`config.mk`:
```
export PLATFORM = sky130hd
export DESIGN_NAME = uart_rx_flat
export DESIGN_NICKNAME = d
export VERILOG_FILES = /design/src/rtl/uart_rx_if.sv /design/src/rtl/uart_rx.sv /design/src/flat_wrapper.sv
export SDC_FILE = /design/constraint.sdc
export NUM_CORES = 1
export LEC_CHECK = 0
export ABC_AREA = 1
export CAP_MARGIN = 20
export CELL_PAD_IN_SITES_DETAIL_PLACEMENT = 1
export CELL_PAD_IN_SITES_GLOBAL_PLACEMENT = 1
export CORE_UTILIZATION = 49
export DETAILED_ROUTE_END_ITERATION = 7
export DONT_BUFFER_PORTS = 1
export PLACE_DENSITY_LB_ADDON = 0.1
export SLEW_MARGIN = 5
export SYNTH_ARGS = -nofsm -noshare
export SYNTH_HDL_FRONTEND = slang
export SYNTH_SLANG_ARGS = --single-unit
```
`constraint.sdc`:
```
create_clock -name clk -period 3.4 [get_ports clk]
set_input_delay 0.68 -clock clk [delete_from_list [all_inputs] [get_ports clk]]
set_output_delay 0.68 -clock clk [all_outputs]
set_load 0.01 [all_outputs]
```
`src/rtl/uart_rx_if.sv`:
```
// Receiver-side signal bundle for the UART: serial line in, recovered byte and status out.
interface uart_rx_if #(
  parameter int DBIT = 8
) ();
  logic            rx;
  logic [DBIT-1:0] dout;
  logic            rx_done_tick;
  logic            framing_err;

  modport master (
    output rx,
    input  dout,
    input  rx_done_tick,
    input  framing_err
  );

  modport slave (
    input  rx,
    output dout,
    output rx_done_tick,
    output framing_err
  );
endinterface

```
`src/rtl/uart_rx.sv`:
```
// 8N1 UART receiver with 16x oversampling: synchronises rx, samples each bit at
// mid-point and emits a one-cycle done pulse (FIFO write strobe) per frame.
module uart_rx #(
  parameter int DBIT    = 8,
  parameter int SB_TICK = 16,
  parameter int DVSR    = 163,
  parameter int DVSR_W  = 8
) (
  input logic     clk,
  input logic     reset,
  uart_rx_if.slave bus
);

  localparam int N_W = (DBIT > 1) ? $clog2(DBIT) : 1;

  typedef enum logic [1:0] {
    IDLE  = 2'd0,
    START = 2'd1,
    DATA  = 2'd2,
    STOP  = 2'd3
  } state_t;

  logic              r_rx_s1;
  logic              r_rx_s;
  logic [DVSR_W-1:0] r_div;
  logic              w_tick;

  state_t            r_state, w_state_nxt;
  logic [3:0]        r_s, w_s_nxt;
  logic [N_W-1:0]    r_n, w_n_nxt;
  logic [DBIT-1:0]   r_b, w_b_nxt;
  logic [DBIT-1:0]   r_dout, w_dout_nxt;
  logic              r_done, w_done_nxt;
  logic              r_ferr, w_ferr_nxt;

  // Two-flop synchroniser; idles high so reset never looks like a start bit
  always_ff @(posedge clk) begin
    if (reset) begin
      r_rx_s1 <= 1'b1;
      r_rx_s  <= 1'b1;
    end else begin
      r_rx_s1 <= bus.rx;
      r_rx_s  <= r_rx_s1;
    end
  end

  // Free-running oversampling divider; deliberately not re-phased on frame start
  always_ff @(posedge clk) begin
    if (reset || r_div == DVSR_W'(DVSR - 1))
      r_div <= '0;
    else
      r_div <= r_div + DVSR_W'(1);
  end

  assign w_tick = (r_div == DVSR_W'(DVSR - 1));

  always_ff @(posedge clk) begin
    if (reset) begin
      r_state <= IDLE;
      r_s     <= '0;
      r_n     <= '0;
      r_b     <= '0;
      r_dout  <= '0;
      r_done  <= 1'b0;
      r_ferr  <= 1'b0;
    end else begin
      r_state <= w_state_nxt;
      r_s     <= w_s_nxt;
      r_n     <= w_n_nxt;
      r_b     <= w_b_nxt;
      r_dout  <= w_dout_nxt;
      r_done  <= w_done_nxt;
      r_ferr  <= w_ferr_nxt;
    end
  end

  always_comb begin
    w_state_nxt = r_state;
    w_s_nxt     = r_s;
    w_n_nxt     = r_n;
    w_b_nxt     = r_b;
    w_dout_nxt  = r_dout;
    w_done_nxt  = 1'b0;
    w_ferr_nxt  = 1'b0;
    unique case (r_state)
      IDLE: begin
        if (!r_rx_s) begin
          w_state_nxt = START;
          w_s_nxt     = '0;
        end
      end
      START: begin
        if (w_tick) begin
          if (r_s == 4'd7) begin
            // Still low at mid start bit: genuine frame, else a glitch
            if (!r_rx_s) begin
              w_state_nxt = DATA;
              w_s_nxt     = '0;
              w_n_nxt     = '0;
            end else begin
              w_state_nxt = IDLE;
            end
          end else begin
            w_s_nxt = r_s + 4'd1;
          end
        end
      end
      DATA: begin
        if (w_tick) begin
          if (r_s == 4'd15) begin
            w_s_nxt = '0;
            w_b_nxt = {r_rx_s, r_b[DBIT-1:1]};
            if (r_n == N_W'(DBIT - 1))
              w_state_nxt = STOP;
            else
              w_n_nxt = r_n + N_W'(1);
          end else begin
            w_s_nxt = r_s + 4'd1;
          end
        end
      end
      STOP: begin
        if (w_tick) begin
          if (r_s == 4'(SB_TICK - 1)) begin
            // Byte is delivered even on a bad stop bit; the flag lets the consumer decide
            w_state_nxt = IDLE;
            w_done_nxt  = 1'b1;
            w_dout_nxt  = r_b;
            w_ferr_nxt  = ~r_rx_s;
          end else begin
            w_s_nxt = r_s + 4'd1;
          end
        end
      end
      default: w_state_nxt = IDLE;
    endcase
  end

  assign bus.dout         = r_dout;
  assign bus.rx_done_tick = r_done;
  assign bus.framing_err  = r_ferr;

endmodule

```
`src/flat_wrapper.sv`:
```
// flat-port wrapper written by rule: the top's interface ports become plain ports
module uart_rx_flat 
#(
  parameter int DBIT    = 8,
  parameter int SB_TICK = 16,
  parameter int DVSR    = 163,
  parameter int DVSR_W  = 8
)
  (clk, reset, bus_rx, bus_dout, bus_rx_done_tick, bus_framing_err);
  uart_rx_if #(.DBIT(DBIT)) bus_i ();
  input logic clk;
  input logic reset;
  input wire logic [$bits(bus_i.rx)-1:0] bus_rx;
  output wire logic [$bits(bus_i.dout)-1:0] bus_dout;
  output wire logic [$bits(bus_i.rx_done_tick)-1:0] bus_rx_done_tick;
  output wire logic [$bits(bus_i.framing_err)-1:0] bus_framing_err;
  assign bus_i.rx = bus_rx;
  assign bus_dout = bus_i.dout;
  assign bus_rx_done_tick = bus_i.rx_done_tick;
  assign bus_framing_err = bus_i.framing_err;
  uart_rx #(.DBIT(DBIT), .SB_TICK(SB_TICK), .DVSR(DVSR), .DVSR_W(DVSR_W)) u_core (.clk(clk), .reset(reset), .bus(bus_i));
endmodule
```
==> results of run 1 <==
critical path: cells and delay by family, from the launching register on:
kind,cells,cell delay (ns)
and+or+nand+nor,5,0.87
DFF,1,0.56
buffers and inverters,2,0.19
worst paths after layout:
path	from	endpoint	slack [ns]	cells after the start
max	flip-flop	u_core.r_b[3]	1.68	7
min reg2reg	u_core.r_rx_s1	u_core.r_rx_s	0.43	1
min	reset	u_core.r_s[1]	0.38	1
max reg2reg	flip-flop	u_core.r_b[3]	1.68	7
area by class of cell:
class                   count  area (um^2)
inverters                  17        63.81
clock inverters             1        30.03
flip-flops and latches     37        740.7
multi-input cells         159        853.3
clock buffers               7        55.05
well taps                  44        55.05
fillers                   416         1355
metal layers:
layer / GRT usage, % / routed length [um]
met1: 28.34 / 1804
met2: 41.92 / 1956
met3: 6.183 / 118
met4: 8.117 / 49
met5: 0 / 0
flip-flops by register name, summed over array words and instances (netlist names), named ones only:
signal,flops
u_core.r_rx_s,1
u_core.r_n,3
u_core.r_rx_s1,1
u_core.r_div,8
u_core.bus.dout,8
u_core.r_state,1
u_core.r_b,8
u_core.r_s,4
u_core.bus.rx_done_tick,1
u_core.bus.framing_err,1
power groups by stage:
stage,registers [mW],clock network (mW),logic [mW]
global route,0.461,0.341,0.129
CTS,0.459,0.328,0.117
floorplan,0.465,0,0.0964
detailed placement,0.469,0,0.116
global placement,0.468,0,0.108
finish,0.459,0.324,0.115
cells in the final DEF (no fill, tap or decap), drive strengths merged:
cell type / n
a21oi: 22
a31oi: 1
and3: 1
bufinv: 1
clkbuf: 7
dfxtp: 37
ha: 5
inv: 17
nand2: 45
nand3: 22
nand3b: 2
nand4: 4
nor2: 35
nor3: 3
nor3b: 3
o21ai: 10
o21bai: 1
or2: 2
xnor2: 1
xor2: 2
per-stage QoR:
stage          total power [mW]  hold slack (ns)  utilization (%)  area (um^2)
2_1_floorplan            0.5615           0.3895                -         1675
3_3_place_gp             0.5758           0.3936            54.33         1713
3_5_place_dp             0.5848           0.3982            54.33         1713
4_1_cts                  0.9034           0.3751            57.02         1798
5_1_grt                  0.9313           0.3628            57.02         1798
6_report                 0.8980           0.3805            57.02         1798
kinds of logic after synthesis:
| logic type | count (synthesis) | synth area share [%] |
|---|---|---|
| flops | 37 | 44.21 |
| simple gates | 117 | 33.68 |
| fa+ha+maj | 5 | 3.734 |
| compound gates | 34 | 11.95 |
| buf+inv | 21 | 4.854 |
| xor+xnor | 3 | 1.569 |
==> impl.org, run 1 <==
** Run status
- Run status :: finished clean

** Worst setup path
- Walking the worst path, the cells encountered are inv_2 > nor2_2 > nand3_2 > nor2_4 > inv_2 > nor2_1 > nor2_1.
- Highest fanout seen on the critical path :: 10
- Category of the worst setup path capture point :: flip-flop
- Largest stage delay on the critical path :: 0.56 ns
- STA puts the critical path data arrival time at 1.96 ns.
- On the critical path, the stage with the largest delay is an instance of dfxtp_1.
- Class of the most critical setup path :: flip-flop to flip-flop
- STA puts the critical path data required time at 3.64 ns.
- Element type at the critical path start :: flip-flop

** STA
- In the finished design, the share of the clock period the worst path needs comes to 50.65%.
- RSZ-0062 raised after global routing :: no
- Final setup margin :: 1.678 ns
- Shortest clock period the worst path allows after layout :: 1.722 ns
- Slew headroom :: 75.71%
- Across the routed clock network, the largest skew measured is 0.008300 ns.
- The number of failing hold endpoints at the final stage came to 0.
- Number of max-slew violations in the final report :: 0
- Setup_tns :: 0 ns
- For this run, the top clock speed supported by timing is 580.6 MHz.
- Setup-failing EPs final :: 0
- Least-Margin Pin Slew :: 0.3638 ns

** Floorplanning
- Core area :: 3153 um^2
- For this configuration, the core starts out at a cell density of 53.13%.
- The floorplan step set the die height to 60.48 um.
- The floorplan step defined a die boundary enclosing 3657 um^2.
- The die is 60.48 um wide.
- Row generation in the floorplan step produced 20 rows.
- Number of top-level pins :: 13

** Route
- Total number of vias :: 1456
- Routed wire per std cell :: 14.83 um
- Number of antenna-violating nets in the routed design :: 0
- First-pass DRT Iterations :: 4
- The detailed router finished its first iteration with 54 violations.
- For this run, design rule violations remaining after detail routing come to 0.
- Using the TritonRoute via totals, the vias-per-cell ratio works out to 5.494.
- Routed WL :: 3.929 mm

** Power and ir drop
- The internal portion of the total power is 659.0 uW.
- In this run the static leakage power is 0.7328 nW.
- Proportion of power drawn by the clock network :: 36.1%
- The share of total power dissipated in combinational logic is 12.8%.
- Worst voltage drop across the vdd grid :: 309.5 uV
- Power dissipated by switching net loads :: 239.0 uW
- Net switching is 26.61% of the power.
- Sequential Power Share :: 51.1%
- Dividing total power by cell area gives a power density of 499.5 nW/um^2.

** Job
- The tool flagged a number of max-cap violations equal to 0.

** Finish
- The number of antenna diodes in the final layout is 0.
- The final layout contains 228 nets.
- Number of cells in the finished layout apart from fillers :: 265
- Proportion of layout cells with a drive suffix above 1 :: 14.48%
- The area growth from synthesis to layout is 7.319%.

** CTS
- Buffers inserted during clock tree synthesis total 5.
- The longest clock path from root to sink contains 2 buffers.
- CTS Sinks :: 37
- Buffers added to address setup during post-CTS repair amount to 0.
- The tree is rooted in a clkbuf_4.
- TritonCTS built the clock tree.
- The clock tree synthesis step divided the H-tree into 2 levels.
- Total of hold buffers inserted after clock tree synthesis :: 0
- Clock insertion delay at the later pin of the skew report :: 0.35 ns
- Post_cts resized :: 0
- After clock tree synthesis, the clock-pin slew on the worst setup and hold paths is 0.11 ns.

** Global routing
- Grt ovf :: 0
- Aggregate global-route resource usage :: 23.89%
- Pin count of the biggest net entering global routing :: 20
- Antenna violations before repair :: 0
- The first global-routing pass estimated 6.417 mm of wire.
- Vias in the first global route :: 1482

** Synth
- nand2_1 is the most common cell in the netlist.
- The top cell type by area accounts for 44.21% of the synthesized area.
- Post-Syn Instances :: 217
- Count of flip-flops with a built-in enable after synthesis :: 0
- Yosys printed 0 warnings.
- For this run, the register share of the synthesized area comes to 44.21%.
- Area contributors post-synth :: dfxtp_1, nand2_1, nor2_1
- Counting flops with an async set or reset pin after synthesis yields a share of 0%.
- By count the netlist is led by nand2_1, dfxtp_1, nor2_1.
- Mean post-synth cell area :: 7.721 um^2
- In the synthesized netlist the dominant register cell turns out to be dfxtp_1.
- Summing every instance area after synthesis gives 1675 um^2.
- Syn_nets :: 225
- Flip-flop and latch count after synthesis :: 37
- Counting distinct cell types in the post-synthesis netlist gives 28.
- Cell type with the highest aggregate area in the netlist :: dfxtp_1

** Place
- Placement Setup Slack :: 1.766 ns
- Post-DP HPWL :: 2.856 mm
- Gp weighted congestion :: 0.8819
- Cells after DPL :: 257
- During placement, the flow inserted port buffers numbering 0.

** Hold path
- The path class of the tightest hold or removal check is input pin to flip-flop.
Power figures use the tool's default switching activity.
==> inputs of run 2 (changes only) <==
ABC_AREA = 0   (was 1)
CORE_UTILIZATION = 47   (was 49)
clock period = 1.65 ns   (was 3.4 ns; I/O delays follow)
==> impl.org, run 2 <==
** Worst setup path
- Category of the worst setup path capture point :: flip-flop (unchanged)
- Cell Chain, Critical Path: or3_4 > or4_4 > buf_6 > mux2i_2 > nor2_1 (was inv_2 > nor2_2 > nand3_2 > nor2_4 > inv_2 > nor2_1 > nor2_1).
- Worst setup slack for register-to-register paths :: -0.08 ns (was 1.68 ns)
- Class of the most critical setup path :: flip-flop to flip-flop (unchanged)
- The critical path required time is 1.90 ns (was 3.64 ns).
- The worst stage delay on the critical path was 0.51 ns (was 0.56 ns).
- The worst register-to-register path begins at u_core.r_div[3].
- The critical path launch point type is a flip-flop (unchanged).
- The critical-path maximum fanout came to 5 (was 10).
- The end of the worst register-to-register path is u_core.bus.dout[3] (was u_core.r_b[3]).
- Arrival time reported for the critical path endpoint :: 1.97 ns (was 1.96 ns)
- The depth of the worst register-to-register path is 5 (was 7).
- Library cell contributing the largest single delay on the critical path :: or4_4 (was dfxtp_1)

** Place
- The final estimated routing congestion in global placement was 0.8519 (was 0.8819).
- Post-DP HPWL :: 2.899 mm (was 2.856 mm)
- Port Buf Inserts :: 0 (unchanged)
- Placement Setup Slack :: -0.1683 ns (was 1.766 ns)
- Placed instance area :: 1854 um^2 (was 1713 um^2)

** Floorplanning
- Std cell rows :: 20 (unchanged)
- The core area came to 3153 um^2 (unchanged).
- Effective utilization at floorplan :: 50.95% (was 53.13%)
- The top-level port count came to 13 (unchanged).
- The die outline height came to 60.47 um (was 60.48 um).
- Die outline area :: 3656 um^2 (was 3657 um^2)
- Die Span X :: 60.47 um (was 60.48 um)

** STA
- The number of failing hold endpoints at the final stage was 0 (unchanged).
- Top achievable clock speed :: 579.0 MHz (was 580.6 MHz)
- Final setup margin :: -0.07719 ns (was 1.678 ns)
- The worst clock skew is 0.01644 ns (was 0.008300 ns).
- Shortest clock period the worst path allows after layout :: 1.727 ns (was 1.722 ns)
- The final setup violation count was 17 (was 0).
- The worst-case headroom to the max-slew limit was 73.66% (was 75.71%).
- Hold slack :: 0.02607 ns (was 0.3805 ns)
- The share of the clock period used by the worst path was 104.7% (was 50.65%).
- Number of max-slew violations in the final report :: 0 (unchanged)
- Least-Margin Pin Slew :: 0.3946 ns (was 0.3638 ns)
- RSZ-0062 raised after global routing :: yes (was no)

** Global routing
- The wire length of the first global-routing pass is 7.231 mm (was 6.417 mm).
- Aggregate global-route resource usage :: 28.24% (was 23.89%)
- The via count of the first global-routing pass came to 1406 (was 1482).
- Antenna violations before repair :: 0 (unchanged)
- The overall overflow remaining after global route was 0 (unchanged).
- Pin count of the biggest net entering global routing :: 38 (was 20)

** CTS
- H-tree levels :: 2 (unchanged)
- The later-pin clock latency in the skew report is 0.36 ns (was 0.35 ns).
- Root buf cell :: clkbuf_4 (unchanged)
- Clock edge transition at the registers on the reported setup and hold paths :: 0.13 ns (was 0.11 ns)
- The maximum buffer depth of the clock tree is 2 (unchanged).
- The total CTS buffers is 5 (unchanged).
- TritonCTS clock tree :: done (unchanged)
- CTS Sinks :: 37 (unchanged)

** Finish
- Post-route cell area :: 2107 um^2 (was 1798 um^2)
- Filler cell count :: 349 (was 416)
- Combined area of the multi-input logic cells :: 940.9 um^2 (was 853.3 um^2)
- Commonest cells after routing, fill and taps aside: dfxtp_1, buf_4, nor2_1, mux2i_1 (was nand2_1, dfxtp_1, nor2_1, nand3_1, a21oi_1).
- The proportion of layout cells with a drive suffix above 1 is 34.36% (was 14.48%).
- Inserted Diodes :: 0 (unchanged)
- The post-layout utilization of the core came to 66.83% (was 57.02%).
- Most frequent standard cell in the layout excluding fill and tap cells :: dfxtp_1 (was nand2_1)
- Number of nets at the end of the flow :: 202 (was 228)
- The sequential standard cell area came to 748.2 um^2 (was 740.7 um^2).
- Area Growth Syn to Fin :: 31.15% (was 7.319%)

** Synth
- The cell count after synthesis came to 169 (was 217).
- The area of the mapped netlist is 1607 um^2 (was 1675 um^2).
- The count of flip-flops with a built-in enable after synthesis was 0 (unchanged).
- Syn. warnings :: 0 (unchanged)
- The number of unique standard cell types used by synthesis came to 35 (was 28).
- The cell taking the most area after synthesis is dfxtp_1 (unchanged).
- Synth top cells by count :: dfxtp_1, nor2_1, mux2i_1 (was nand2_1, dfxtp_1, nor2_1)
- The share of async-settable or async-resettable flops after synthesis came to 0% (unchanged).
- The area share of the largest cell type after synthesis is 46.11% (was 44.21%).
- Mean post-synth cell area :: 9.506 um^2 (was 7.721 um^2)
- Area contributors post-synth: dfxtp_1, mux2i_1, nor2_1 (was dfxtp_1, nand2_1, nor2_1).
- The most common cell in the synthesized netlist is dfxtp_1 (was nand2_1).
- Flip-flop and latch count after synthesis :: 37 (unchanged)
- The number of nets produced by synthesis was 177 (was 225).
- Sequential area share after synthesis :: 46.11% (was 44.21%)
- The most used flip-flop cell after synthesis is dfxtp_1 (unchanged).

** Hold path
- Hold Path Class :: input pin to flip-flop (unchanged)
- The hold path depth is 1 (unchanged).
- Hold Path End :: u_core.bus.dout[7] (was u_core.r_s[1])
- The launch instance of the worst min-delay path was reset (unchanged).

** Power and ir drop
- The cell area power density came to 857.7 nW/um^2 (was 499.5 nW/um^2).
- The portion of total power attributed to sequential cells is 50.7% (was 51.1%).
- Worst voltage drop across the vdd grid :: 791.9 uV (was 309.5 uV)
- The proportion of total power due to net switching is 21.25% (was 26.61%).
- The internal power consumption was 1.423 mW (was 659.0 uW).
- The part of the power in the clock network is 44.6% (was 36.1%).
- The part of the power in combinational logic was 4.7% (was 12.8%).
- Power dissipated by switching net loads :: 383.9 uW (was 239.0 uW)
- Lkg Pwr :: 0.8553 nW (was 0.7328 nW)

** Run status
- Run status: finished with violations (was finished clean).
- The checks that failed: setup timing.

** Route
- The average wire per standard cell was 19.12 um (was 14.83 um).
- The number of violations reported at the end of detailed-routing iteration 0 was 88 (was 54).
- Total number of vias :: 1344 (was 1456)
- Number of antenna-violating nets in the routed design :: 0 (unchanged)
- First-pass DRT Iterations :: 4 (unchanged)
- DRC violations left :: 0 (unchanged)
- Routed WL :: 4.570 mm (was 3.929 mm)
- The via-per-instance ratio is 5.623 (was 5.494).

** Job
- Maxcap violations :: 0 (unchanged)
==> run 2: changes by cell type after synthesis, moves of 4 or more <==
cell,delta
nor3_1,+8
o21ai_0,-6
xor2_1,+6
inv_2,-6
mux2i_1,+18
clkbuf_1,+7
nand3_1,-13
nand2_1,-40
nor2_2,-5
a21oi_1,-17
inv_1,-4
==> run 2: cells by family after synthesis <==
group	after synthesis	share of synthesized area, %
buffers and inverters	17	4.050
AND/OR/NAND/NOR	63	21.42
multiplexers	19	11.92
XOR/XNOR	9	4.907
flip-flops	37	46.11
adder cells (fa/ha/maj)	5	3.894
AO/OA/AOI/OAI	19	7.711
==> run 2: power groups by stage <==
stage               clock (mW)  combinational [mW]  sequential (mW)
global route             0.851              0.0919            0.917
detailed placement           0              0.0712            0.934
finish                   0.807              0.0843            0.916
floorplan                    0              0.0502            0.934
global placement             0              0.0659            0.934
CTS                      0.813              0.0767            0.915
==> run 2: cell type report <==
class,instances,area share [%]
clock buffer,5,1.781
clock inverter,3,3.266
inverter,7,1.247
multi-input combinational,115,44.66
sequential,37,35.51
tap,44,2.613
timing repair buffer,28,10.93
==> run 2: worst max-delay path by stage <==
| stage | startpoint | to | slack [ns] | cells after the start |
|---|---|---|---|---|
| final | u_core.r_div[3] | u_core.bus.dout[3] | -0.08 | 5 |
| after global routing | u_core.r_div[0] | u_core.bus.dout[3] | -0.14 | 7 |
| after CTS | u_core.r_div[3] | u_core.bus.dout[3] | -0.07 | 5 |
| after detailed placement | u_core.r_n[0] | u_core.r_n[0] | -0.17 | 6 |
| after global placement | u_core.r_div[3] | u_core.bus.dout[0] | -0.02 | 5 |
| after floorplan | u_core.r_div[0] | u_core.bus.dout[0] | -0.04 | 7 |
==> run 2: critical path: cells and delay by family (launching register included) <==
kind / cells / cell delay [ns]
flip-flops: 1 / 0.33
multiplexers: 1 / 0.18
buffers and inverters: 1 / 0.16
AND/OR/NAND/NOR: 3 / 0.95
==> run 2: what timing repair did <==
action / CTS / global route
setup buffers: 0 / 1
gates resized for setup: 19 / 10
cloned: 1 / 0
setup endpoints to repair: 18 / 25
pin swaps: 5 / 2
hold endpoints to repair: 0 / 0
hold buffers: 0 / 0
==> run 2: per-layer routing <==
layer	routed length (um)	vias to the layer above	track usage, %	share of wire (%)
met2	2421	32	49.76	53
met1	1892	649	32.49	41
met5	0	-	0	0
met4	112	0	12.01	2.5
li1	-	649	-	-
met3	144	14	7.036	3.2
==> run 2: through the flow <==
step                power [mW]  setup TNS [ns]  instances
finish                   1.807         -0.6015        239
global route             1.860          -2.185        239
CTS                      1.805         -0.5987        238
detailed placement       1.005         -0.9195        229
global placement        0.9998        -0.07833        229
floorplan               0.9845         -0.5223        169
==> inputs of run 3 (changes only) <==
CORE_UTILIZATION = 51   (was 47)
PLACE_DENSITY = 0.9   (was unset)
PLACE_DENSITY_LB_ADDON = unset   (was 0.1)
clock period = 2.05 ns   (was 1.65 ns; I/O delays follow)
==> impl.org, run 3 (same netlist as run 2, synthesis figures left out) <==
** Finish
- The number of nets in the final layout was 179 (was 202).
- Area Growth Syn to Fin :: 7.398% (was 31.15%)
- The diode insertion count for antenna repair is 0 (unchanged).
- The cell area after layout is 1725 um^2 (was 2107 um^2).
- The proportion of layout cells with a drive suffix above 1 was 11.63% (was 34.36%).
- The most common cell after layout, fill and taps aside is dfxtp_1 (unchanged).
- Filler cell count :: 353 (was 349)
- Commonest cells after routing, fill and taps aside: dfxtp_1, nor2_1, mux2i_1, nor3_1, xor2_1 (was dfxtp_1, buf_4, nor2_1, mux2i_1).

** Global routing
- The via count of the first global-routing pass came to 1250 (was 1406).
- Aggregate global-route resource usage :: 23.01% (was 28.24%)
- The wire length of the first global-routing pass was 5.775 mm (was 7.231 mm).
- Pin count of the biggest net entering global routing :: 38 (unchanged)
- Grt ovf :: 0 (unchanged)
- The initial antenna violation count came to 0 (unchanged).

** Worst setup path
- The count of cell instances traversed by the critical path came to 7 (was 5).
- The arrival time at the worst endpoint is 2.18 ns (was 1.97 ns).
- Highest fanout seen on the critical path :: 10 (was 5)
- The worst stage delay on the critical path is 0.55 ns (was 0.51 ns).
- Category of the worst setup path capture point :: flip-flop (unchanged)
- The library cell contributing the largest single delay on the critical path is or4_1 (was or4_4).
- Req. time, crit path :: 2.29 ns (was 1.90 ns)
- Dominant delay contributor by cell family on the critical path :: simple AND/OR/NAND/NOR gates (unchanged)
- Cell Chain, Critical Path :: inv_1 > ha_1 > nand4b_1 > or4_1 > buf_4 > mux2i_1 > nor2_1 (was or3_4 > or4_4 > buf_6 > mux2i_2 > nor2_1)
- Number of buffer and inverter stages on the critical path :: 2 (was 1)
- Class of the most critical setup path :: flip-flop to flip-flop (unchanged)
- The critical path launch point type is a flip-flop (unchanged).
- Depth of the most critical reg-to-reg path :: 7 (was 5)

** Floorplanning
- The die area came to 3379 um^2 (was 3656 um^2).
- The die outline height came to 58.13 um (was 60.47 um).
- Effective utilization at floorplan :: 53.06% (was 50.95%)
- The horizontal extent of the die came to 58.13 um (was 60.47 um).
- Std cell rows :: 20 (unchanged)
- Core area :: 3028 um^2 (was 3153 um^2)
- The top-level port count was 13 (unchanged).

** CTS
- The maximum buffer depth of the clock tree came to 2 (unchanged).
- The buffer type at the clock tree root is clkbuf_4 (unchanged).
- The total CTS buffers is 5 (unchanged).
- The clock net sink count was 37 (unchanged).
- The later-pin clock latency in the skew report came to 0.34 ns (was 0.36 ns).
- The maximum level of the CTS H-tree was 2 (unchanged).
- The hold buffer count at cts was 0 (unchanged).
- TritonCTS clock tree :: done (unchanged)
- The clock transition at the registers of the reported paths is 0.12 ns (was 0.13 ns).

** Hold path
- Hold Path Class :: input pin to flip-flop (unchanged)
- The hold path depth came to 1 (unchanged).

** STA
- The achievable clock frequency came to 516.5 MHz (was 579.0 MHz).
- The final critical path time including I/O delays and setup came to 1.936 ns (was 1.727 ns).
- The worst clock skew is 0.01066 ns (was 0.01644 ns).
- The max-slew violation count came to 0 (unchanged).
- The total negative setup slack is 0 ns (was -0.6015 ns).
- Fraction of the cycle the final worst path needs :: 94.45% (was 104.7%)
- The number of failing hold endpoints at the final stage is 0 (unchanged).
- Final setup margin :: 0.1137 ns (was -0.07719 ns)
- RSZ-0062 raised after global routing :: no (was yes)
- Setup-failing EPs final :: 0 (was 17)
- Slew headroom :: 64.42% (was 73.66%)
- The actual slew at the worst max-slew pin was 0.5296 ns (was 0.3946 ns).

** Power and ir drop
- Power dissipated by switching net loads :: 286.9 uW (was 383.9 uW)
- The reported leakage power is 0.6955 nW (was 0.8553 nW).
- Worst voltage drop across the vdd grid :: 398.3 uV (was 791.9 uV)
- The part of the power in combinational logic was 2.9% (was 4.7%).
- The part of the power in the clock network was 33.6% (was 44.6%).
- Sequential Power Share :: 63.4% (was 50.7%)
- Switching share of power :: 24.61% (was 21.25%)
- The cell area power density was 675.7 nW/um^2 (was 857.7 nW/um^2).
- Pint :: 878.9 uW (was 1.423 mW)

** Route
- Initial detailed-routing violation count :: 49 (was 88)
- Number of antenna-violating nets in the routed design :: 0 (unchanged)
- The remaining design rule violation count came to 0 (unchanged).
- Total number of vias :: 1184 (was 1344)
- First-pass DRT Iterations :: 4 (unchanged)
- The average wire per standard cell came to 15.69 um (was 19.12 um).
- The total length of routed wires came to 3.389 mm (was 4.570 mm).
- Avg Vias per Cell :: 5.481 (was 5.623)

** Place
- The count of port buffers added during placement came to 0 (unchanged).
- Gp weighted congestion :: 0.8065 (was 0.8519)
- The final HPWL from detailed placement was 2.464 mm (was 2.899 mm).
- The minimum setup slack after placement was 0.08714 ns (was -0.1683 ns).
- Placed instance area :: 1660 um^2 (was 1854 um^2)

** Run status
- Run status: finished clean (was finished with violations).

** Job
- The max-capacitance violation count was 0 (unchanged).
[run 3: cell types whose count changed in the layout (fill, tap and decap cells not counted), sizes merged]
| cell | previous run | this run |
|---|---|---|
| bufinv | 2 | 0 |
| clkinv | 0 | 1 |
| clkinvlp | 0 | 1 |
| buf | 28 | 5 |
[run 3: through the flow]
step	hold WS, ns	cells	utilization [%]	power (mW)
6_report	0.1269	216	56.98	1.166
5_1_grt	0.09364	216	56.98	1.218
4_1_cts	0.1101	216	56.78	1.180
3_5_place_dp	0.4048	208	54.83	0.7889
3_3_place_gp	0.3953	208	54.83	0.7850
2_1_floorplan	0.3895	169	-	0.7882
[run 3: final cells by class]
| class | count | area (um^2) | area share (%) |
|---|---|---|---|
| Clock inverter | 3 | 21.27 | 1.233 |
| Tap cell | 44 | 55.05 | 3.191 |
| Multi-Input combinational cell | 115 | 807.0 | 46.77 |
| Sequential cell | 37 | 740.7 | 42.93 |
| Inverter | 7 | 26.28 | 1.523 |
| Timing Repair Buffer | 5 | 37.54 | 2.175 |
| Clock buffer | 5 | 37.54 | 2.175 |
[run 3: timing repair]
item / CTS / global route
gates resized for setup: 0 / 1
endpoints found under the setup margin: 0 / 3
buffers inserted: 0 / 0
[run 3: routing by layer]
layer / global-route usage [%] / wire, um
met3: 6.920 / 100
met4: 10.20 / 44
met5: 0 / 0
met1: 25.69 / 1450
met2: 40.23 / 1794
[run 3: power by group through the flow]
stage	Clock [mW]	Sequential (mW)	Combinational [mW]
final	0.392	0.739	0.0344
after global routing	0.439	0.741	0.0377
after CTS	0.406	0.739	0.0347
after detailed placement	0	0.755	0.0335
after global placement	0	0.754	0.0312
after floorplan	0	0.750	0.0384
[run 3: path summary, 6_finish.rpt]
path / slack [ns] / from / to
setup / recovery: 0.11 / u_core.r_div[0] / u_core.bus.dout[3]
hold / removal: 0.13 / reset / u_core.bus.dout[0]
setup reg to reg: 0.11 / u_core.r_div[0] / u_core.bus.dout[3]
hold reg to reg: 0.46 / u_core.r_rx_s1 / u_core.r_rx_s
